--- src/rtl/bus_pkg.sv ---
// Shared types for the master-to-slaves demultiplexer: FSM state encoding and command values.
package bus_pkg;

  typedef enum logic [1:0] {
    IDLE,
    BUSY_FIRST,
    BUSY_SECOND,
    RESP
  } state_t;

  localparam logic CMD_READ  = 1'b0;
  localparam logic CMD_WRITE = 1'b1;

endpackage

--- src/rtl/bus_timeout_cnt.sv ---
// Counts cycles spent waiting on a slave ack; expired flags the final allowed cycle.
module bus_timeout_cnt #(
  parameter int TIMEOUT_CYCLES = 16
) (
  input  logic clk,
  input  logic rst,
  input  logic clear,
  input  logic enable,
  output logic expired
);

  localparam int CW = (TIMEOUT_CYCLES > 0) ? $clog2(TIMEOUT_CYCLES + 1) : 1;
  localparam logic [CW-1:0] LAST = (TIMEOUT_CYCLES > 0) ? CW'(TIMEOUT_CYCLES - 1) : '0;
  localparam bit TIMEOUT_EN = (TIMEOUT_CYCLES > 0);

  logic [CW-1:0] count;

  // Saturates at the terminal count; a zero TIMEOUT_CYCLES never expires.
  always_ff @(posedge clk) begin
    if (rst || clear) begin
      count <= '0;
    end else if (enable && (count != LAST)) begin
      count <= count + CW'(1);
    end
  end

  assign expired = TIMEOUT_EN && enable && (count == LAST);

endmodule

--- src/rtl/demux_master.sv ---
// Routes one master's req/ack transaction to the first or second slave by address decode,
// terminating unmapped or hung accesses with an error response.
module demux_master
  import bus_pkg::*;
#(
  parameter int                 ADDR_W         = 32,
  parameter int                 DATA_W         = 32,
  parameter logic [ADDR_W-1:0]  BASE_FIRST     = 32'h0000_0000,
  parameter logic [ADDR_W-1:0]  MASK_FIRST     = 32'h8000_0000,
  parameter logic [ADDR_W-1:0]  BASE_SECOND    = 32'h8000_0000,
  parameter logic [ADDR_W-1:0]  MASK_SECOND    = 32'h8000_0000,
  parameter int                 TIMEOUT_CYCLES = 16,
  parameter logic [DATA_W-1:0]  ERR_RDATA      = 32'hDEAD_BEEF
) (
  input  logic              clk,
  input  logic              rst,
  input  logic              req_in,
  input  logic [ADDR_W-1:0] addr_in,
  input  logic              cmd_in,
  input  logic [DATA_W-1:0] wdata_in,
  output logic              ack_out,
  output logic [DATA_W-1:0] rdata_out,
  output logic              err_out,
  output logic              req_out_first,
  output logic [ADDR_W-1:0] addr_out_first,
  output logic              cmd_out_first,
  output logic [DATA_W-1:0] wdata_out_first,
  input  logic              ack_in_first,
  input  logic [DATA_W-1:0] rdata_in_first,
  output logic              req_out_second,
  output logic [ADDR_W-1:0] addr_out_second,
  output logic              cmd_out_second,
  output logic [DATA_W-1:0] wdata_out_second,
  input  logic              ack_in_second,
  input  logic [DATA_W-1:0] rdata_in_second
);

  state_t state;
  logic   hit_first;
  logic   hit_second;
  logic   busy;
  logic   expired;

  assign hit_first  = ((addr_in & MASK_FIRST) == BASE_FIRST);
  assign hit_second = ((addr_in & MASK_SECOND) == BASE_SECOND);
  assign busy       = (state == BUSY_FIRST) || (state == BUSY_SECOND);

  bus_timeout_cnt #(
    .TIMEOUT_CYCLES(TIMEOUT_CYCLES)
  ) u_timeout (
    .clk    (clk),
    .rst    (rst),
    .clear  (!busy),
    .enable (busy),
    .expired(expired)
  );

  // The slave-side output registers double as the latched copy of the accepted request.
  always_ff @(posedge clk) begin
    if (rst) begin
      state            <= IDLE;
      ack_out          <= 1'b0;
      err_out          <= 1'b0;
      rdata_out        <= '0;
      req_out_first    <= 1'b0;
      addr_out_first   <= '0;
      cmd_out_first    <= 1'b0;
      wdata_out_first  <= '0;
      req_out_second   <= 1'b0;
      addr_out_second  <= '0;
      cmd_out_second   <= 1'b0;
      wdata_out_second <= '0;
    end else begin
      ack_out   <= 1'b0;
      err_out   <= 1'b0;
      rdata_out <= '0;
      case (state)
        IDLE: begin
          if (req_in) begin
            if (hit_first) begin
              state           <= BUSY_FIRST;
              req_out_first   <= 1'b1;
              addr_out_first  <= addr_in;
              cmd_out_first   <= cmd_in;
              wdata_out_first <= wdata_in;
            end else if (hit_second) begin
              state            <= BUSY_SECOND;
              req_out_second   <= 1'b1;
              addr_out_second  <= addr_in;
              cmd_out_second   <= cmd_in;
              wdata_out_second <= wdata_in;
            end else begin
              state     <= RESP;
              ack_out   <= 1'b1;
              err_out   <= 1'b1;
              rdata_out <= ERR_RDATA;
            end
          end
        end
        BUSY_FIRST: begin
          if (ack_in_first || expired) begin
            state           <= RESP;
            ack_out         <= 1'b1;
            req_out_first   <= 1'b0;
            addr_out_first  <= '0;
            cmd_out_first   <= 1'b0;
            wdata_out_first <= '0;
            // A same-cycle ack beats the timeout.
            if (ack_in_first) begin
              rdata_out <= (cmd_out_first == CMD_READ) ? rdata_in_first : '0;
            end else begin
              err_out   <= 1'b1;
              rdata_out <= ERR_RDATA;
            end
          end
        end
        BUSY_SECOND: begin
          if (ack_in_second || expired) begin
            state            <= RESP;
            ack_out          <= 1'b1;
            req_out_second   <= 1'b0;
            addr_out_second  <= '0;
            cmd_out_second   <= 1'b0;
            wdata_out_second <= '0;
            if (ack_in_second) begin
              rdata_out <= (cmd_out_second == CMD_READ) ? rdata_in_second : '0;
            end else begin
              err_out   <= 1'b1;
              rdata_out <= ERR_RDATA;
            end
          end
        end
        RESP:    state <= IDLE;
        default: state <= IDLE;
      endcase
    end
  end

endmodule

--- config.mk ---
export PLATFORM = sky130hd
export DESIGN_NAME = demux_master
export DESIGN_NICKNAME = d
export VERILOG_FILES = /design/src/rtl/bus_pkg.sv /design/src/rtl/bus_timeout_cnt.sv /design/src/rtl/demux_master.sv
export SDC_FILE = /design/constraint.sdc
export NUM_CORES = 1
export LEC_CHECK = 0
export ABC_AREA = 1
export ABC_CLOCK_PERIOD_IN_PS = 2100
export CELL_PAD_IN_SITES_DETAIL_PLACEMENT = 2
export CELL_PAD_IN_SITES_GLOBAL_PLACEMENT = 2
export CORE_UTILIZATION = 22
export CTS_BUF_LIST = sky130_fd_sc_hd__clkbuf_8 sky130_fd_sc_hd__clkbuf_16
export DETAILED_ROUTE_END_ITERATION = 8
export PLACE_DENSITY = 0.9
export SYNTH_ARGS = -nofsm -noshare
export SYNTH_HDL_FRONTEND = slang
export SYNTH_SLANG_ARGS = --single-unit
export TNS_END_PERCENT = 30
--- constraint.sdc ---
create_clock -name clk -period 2.1 [get_ports clk]
set_input_delay 0.315 -clock clk [delete_from_list [all_inputs] [get_ports clk]]
set_output_delay 0.315 -clock clk [all_outputs]
set_load 0.01 [all_outputs]
Word level (Yosys, flattened, before mapping)

Index checks and enable logic that the tools add are counted.

Register bits after elaboration: 173
Bits of input ports: 134
Output and inout port bits: 166
Word-level logic and storage cells: 98

Add/sub/neg operators: 1
Equal/unequal tests: 11
Muxes and demuxes: 59
Reductions and logical operators: 14

Operators with widths:

| operator              | number |
|---|---|
| $mux W32              | 21 |
| $pmux W32 S2          | 4 |
| $pmux W32 S3          | 1 |
| $logic_not A32 Y1     | 1 |
| $mux W1               | 22 |
| $mux W2               | 4 |
| $ne A2 B2 Y1 const B  | 4 |
| $pmux W1 S2           | 4 |
| $pmux W2 S4           | 1 |
| $pmux W1 S3           | 2 |
| $add A5 B1 Y5 const B | 1 |
| $eq A5 B4 Y1 const B  | 1 |
| $ne A5 B4 Y1 const B  | 1 |
| $reduce_and A5 Y1     | 1 |
| $eq A2 B2 Y1 const B  | 2 |
| $logic_or A1 B1 Y1    | 4 |
| $ne A2 B1 Y1 const B  | 2 |
| $reduce_and A4 Y1     | 1 |
| $reduce_bool A2 Y1    | 2 |
| $reduce_and A3 Y1     | 1 |
| $eq A2 B1 Y1 const B  | 1 |
| $logic_and A1 B1 Y1   | 2 |
| $logic_not A2 Y1      | 1 |
| $logic_not A1 Y1      | 1 |

Depth between registers and ports, before layout

Depth after elaboration: 6
Depth in mapped cells: 12
Gate-level depth less buffers: 10

By module

Synthesis repeated with hierarchy kept, for this count alone.

Cell total of the unflattened synthesis: 1023
Area total of the unflattened synthesis: 7200.7 sq um

By module, submodules not included:

| module          | times used | cells an instance | area an instance (sq um) |
|---|---|---|---|
| demux_master    | 1          | 985               | 6916.6 |
| bus_timeout_cnt | 1          | 38                | 284.0 |

Worst setup path after synthesis

No wires, ideal clock.

Kind: reg-to-reg
From: reg u_timeout.count[0]
To: reg addr_out_second[20]
Data arrival time: 1.610 ns
Required time: 1.986 ns
Path slack: 0.376 ns
Stages on the path, launching flop included: 12
Buffers on the path: 2
Period minus slack after synthesis: 1.724 ns
Cell sequence: dfxtp_1 -> ha_1 -> nand2_1 -> nor2_1 -> ha_1 -> nand2_2 -> nand3_2 -> nand3_2 -> buf_6 -> buf_4 -> a21oi_1 -> nor2_1

Cells in the longest elaborated chain, start to end: 5

Ends and longest elaborated chain:

| what                        | line                  | text |
|---|---|---|
| start: declaration          | bus_timeout_cnt.sv:16 | `logic [CW-1:0] count;` |
| start signal: assignment    | bus_timeout_cnt.sv:23 | `count <= count + CW'(1);` |
| $eq A5 B4 Y1                | bus_timeout_cnt.sv:27 | `assign expired = TIMEOUT_EN && enable && (count == LAST);` |
| $logic_and A1 B1 Y1         | bus_timeout_cnt.sv:27 |  |
| $logic_or A1 B1 Y1          | demux_master.sv:118   | `if (ack_in_second \|\| expired) begin` |
| $ne A2 B1 Y1 (no line)      | --                    |  |
| $reduce_and A5 Y1 (no line) | --                    |  |
| end signal: assignment      | demux_master.sv:89    | `addr_out_second <= addr_in;` |
| end: declaration            | demux_master.sv:31    | `output logic [ADDR_W-1:0] addr_out_second,` |

Every way passes these cells.
A chain may end at the register's enable or synchronous reset.

Worst setup path after layout

From: reg u_timeout.count[1]
To: reg addr_out_second[17]

Same word-level chain as after synthesis.

==> results.json <==
{
  "clkSinkCount": 172,
  "setup_ws_ps": 100,
  "yosysUniqueCellTypes": 23,
  "syn_inst": 1015,
  "area_delta_synth_final_pct": 60.5,
  "max_slew_margin_pct": 43.9,
  "die-area_mm2": 0.0329,
  "max-vdd-ir-drop_mv": 0.690,
  "drive_gt1_share_pct": 5.95,
  "drt_iter0_markers": 249,
  "grt_pass1_vias": 8632,
  "clock_latency_ps": 440,
  "skew_ps": 10.6,
  "cts_tree": "done",
  "tritoncts.num_buffers": 17,
  "vias_per_cell": 4.52,
  "vias": 7760,
  "final_common_cell": "nand2_1",
  "grt_antenna_before_repair": 3,
  "syn-num-nets": 1154,
  "synthTopCellsByArea": "dfxtp_1 49%, nand2_1 18%, a21oi_1 9.2%",
  "yosysTopAreaCellShare_pct": 48.7,
  "hold_viol_final": 0,
  "pin_count": 300,
  "fin_hold_ws_ps": 400,
  "synth-seq-cells": 172,
  "dpl_worst_slack_ps": 56.2,
  "final_cell_mix": "346 x nand2_1, 298 x clkdlybuf4s50_1, 171 x dfxtp_1, 129 x a21oi_1, 119 x inv_1",
  "worst_pin_slew_ps": 842,
  "path_max_fanout": 27,
  "finalWirelength_mm": 32.1,
  "grt.overflow.total": 0,
  "layout.nets": 1438,
  "hold_buffers": 0,
  "fin_crit_ps": 2000,
  "hpwl_mm": 22.4,
  "grt_use_total_pct": 19.2,
  "required_ps": 2420,
  "fin_util_pct": 36.0,
  "syn-cell-area_mm2": 0.00707,
  "yosysWarnings": 0,
  "root_buffer": "clkbuf_16",
  "place_inst": 1677,
  "yosysSeqAreaShare_pct": 48.7,
  "grt_pass1_wl_mm": 48.8,
  "place.port_buffers": 299,
  "routedWlPerCell_um": 18.7,
  "synth_largest_area_cell": "dfxtp_1",
  "die_y_um": 181,
  "core_area_mm2": 0.0316,
  "start_util_pct": 22.4,
  "clock_path_buffers": 2,
  "arrival_ps": 2320,
  "register_area_mm2": 0.00344,
  "status": "complete, no violations",
  "finalMaxSlewViolations": 0,
  "globalplace.congestion": 0.792,
  "drv_cap": 0,
  "final-setup-viol-count": 0,
  "grt_max_degree": 67,
  "hp-class": "input port to flop",
  "max_freq_mhz": 500,
  "cts_htree_levels": 4,
  "ant_nets": 0,
  "multi_input_area_mm2": 0.00287,
  "critPathLaunchType": "flop",
  "path_class": "flop to flop",
  "power.leakage_nw": 4.75,
  "synth.avg_cell_area_um2": 6.97,
  "power_density_mw_per_mm2": 1270,
  "clkTransAtPathRegs_ps": 70,
  "fillCellCount": 3654,
  "first_pass_iters": 4,
  "setup-tns-final_ps": 0,
  "num_rows": 65,
  "finalNonFillerCells": 1716,
  "drc": 0,
  "fp.dieW_um": 181,
  "fin_crit_sh_pct": 95.2,
  "critPathCaptureType": "flop"
}
==> final cells by class <==
cell class / count / share of cell area [%]
Sequential cell: 172 / 30.3
Timing Repair Buffer: 330 / 30.0
Multi-Input combinational cell: 655 / 25.3
Tap cell: 402 / 4.43
Clock buffer: 21 / 4.23
Inverter: 123 / 4.07
Clock inverter: 11 / 1.57
Antenna cell: 2 / 0.0441
==> cell usage after synthesis (all sizes together) <==
library cell,number
clkinv,1
nand3,36
nand4,26
nand2,348
o21ai,29
dfxtp,172
clkbuf,36
buf,29
nor2,76
nor3,2
xor2,1
ha,5
a21oi,130
o22ai,1
inv,122
o21a,1
==> path summary, 6_finish.rpt <==
kind | start | slack [ps] | endpoint | cells after the start
worst max-delay path | u_timeout.count[1] | 100 | addr_out_second[17] | 11
worst min-delay path | rst | 400 | u_timeout.count[4] | 6
worst max register to register | u_timeout.count[1] | 100 | addr_out_second[17] | 11
worst min register to register | addr_out_first[31] | 440 | addr_out_first[31] | 2
==> state kept, by name (all words and copies together) (netlist names) <==
register / cells
addr_out_first: 32
rdata_out: 32
wdata_out_first: 32
wdata_out_second: 32
addr_out_second: 31
u_timeout.count: 5
state: 2
ack_out: 1
cmd_out_first: 1
cmd_out_second: 1
err_out: 1
req_out_first: 1
req_out_second: 1
==> through the flow <==
stage | power [mW] | area (µm²)
floorplan | 7.52 | 7070
global placement | 10.2 | 10500
detailed placement | 10.5 | 10500
CTS | 14.3 | 11200
global route | 15.3 | 11300
finish | 14.4 | 11300
==> what timing repair did <==
action / CTS / global route
setup buffers: 0 / 1
resized for setup: 0 / 8
setup endpoints to repair: 0 / 40
==> cell families after synthesis <==
kind of cell | count (synthesis) | share of synthesized area, %
AND/OR/NAND/NOR | 488 | 27.7
buffers and inverters | 188 | 11.1
flip-flops | 172 | 48.7
AO/OA/AOI/OAI | 161 | 11.4
adder cells (fa/ha/maj) | 5 | 0.885
XOR/XNOR | 1 | 0.124
==> critical path: stages, from the launching register on <==
cell	delay [ps]
dfxtp_1	370
ha_1	190
nand2_1	60
nor2_1	120
ha_2	210
nand2_2	120
nand3_4	150
nand3_4	90
buf_12	170
buf_8	170
a21oi_1	170
nor2_1	70
==> layer usage <==
metal  GRT usage [%]  part of all wire [%]  up-vias
li1                -                     -     3715
met1            20.8                    40     3815
met2            35.0                    52      178
met3            5.12                   5.0       52
met4            8.34                   2.9        0
met5               0                     0        -
==> where the power goes <==
part | total (mW) | internal [mW] | switching, mW
combinational | 6.44 | 2.75 | 3.68
sequential | 4.35 | 3.97 | 0.384
clock | 3.61 | 2.14 | 1.47
No activity file was read; power rests on OpenSTA's default activity.
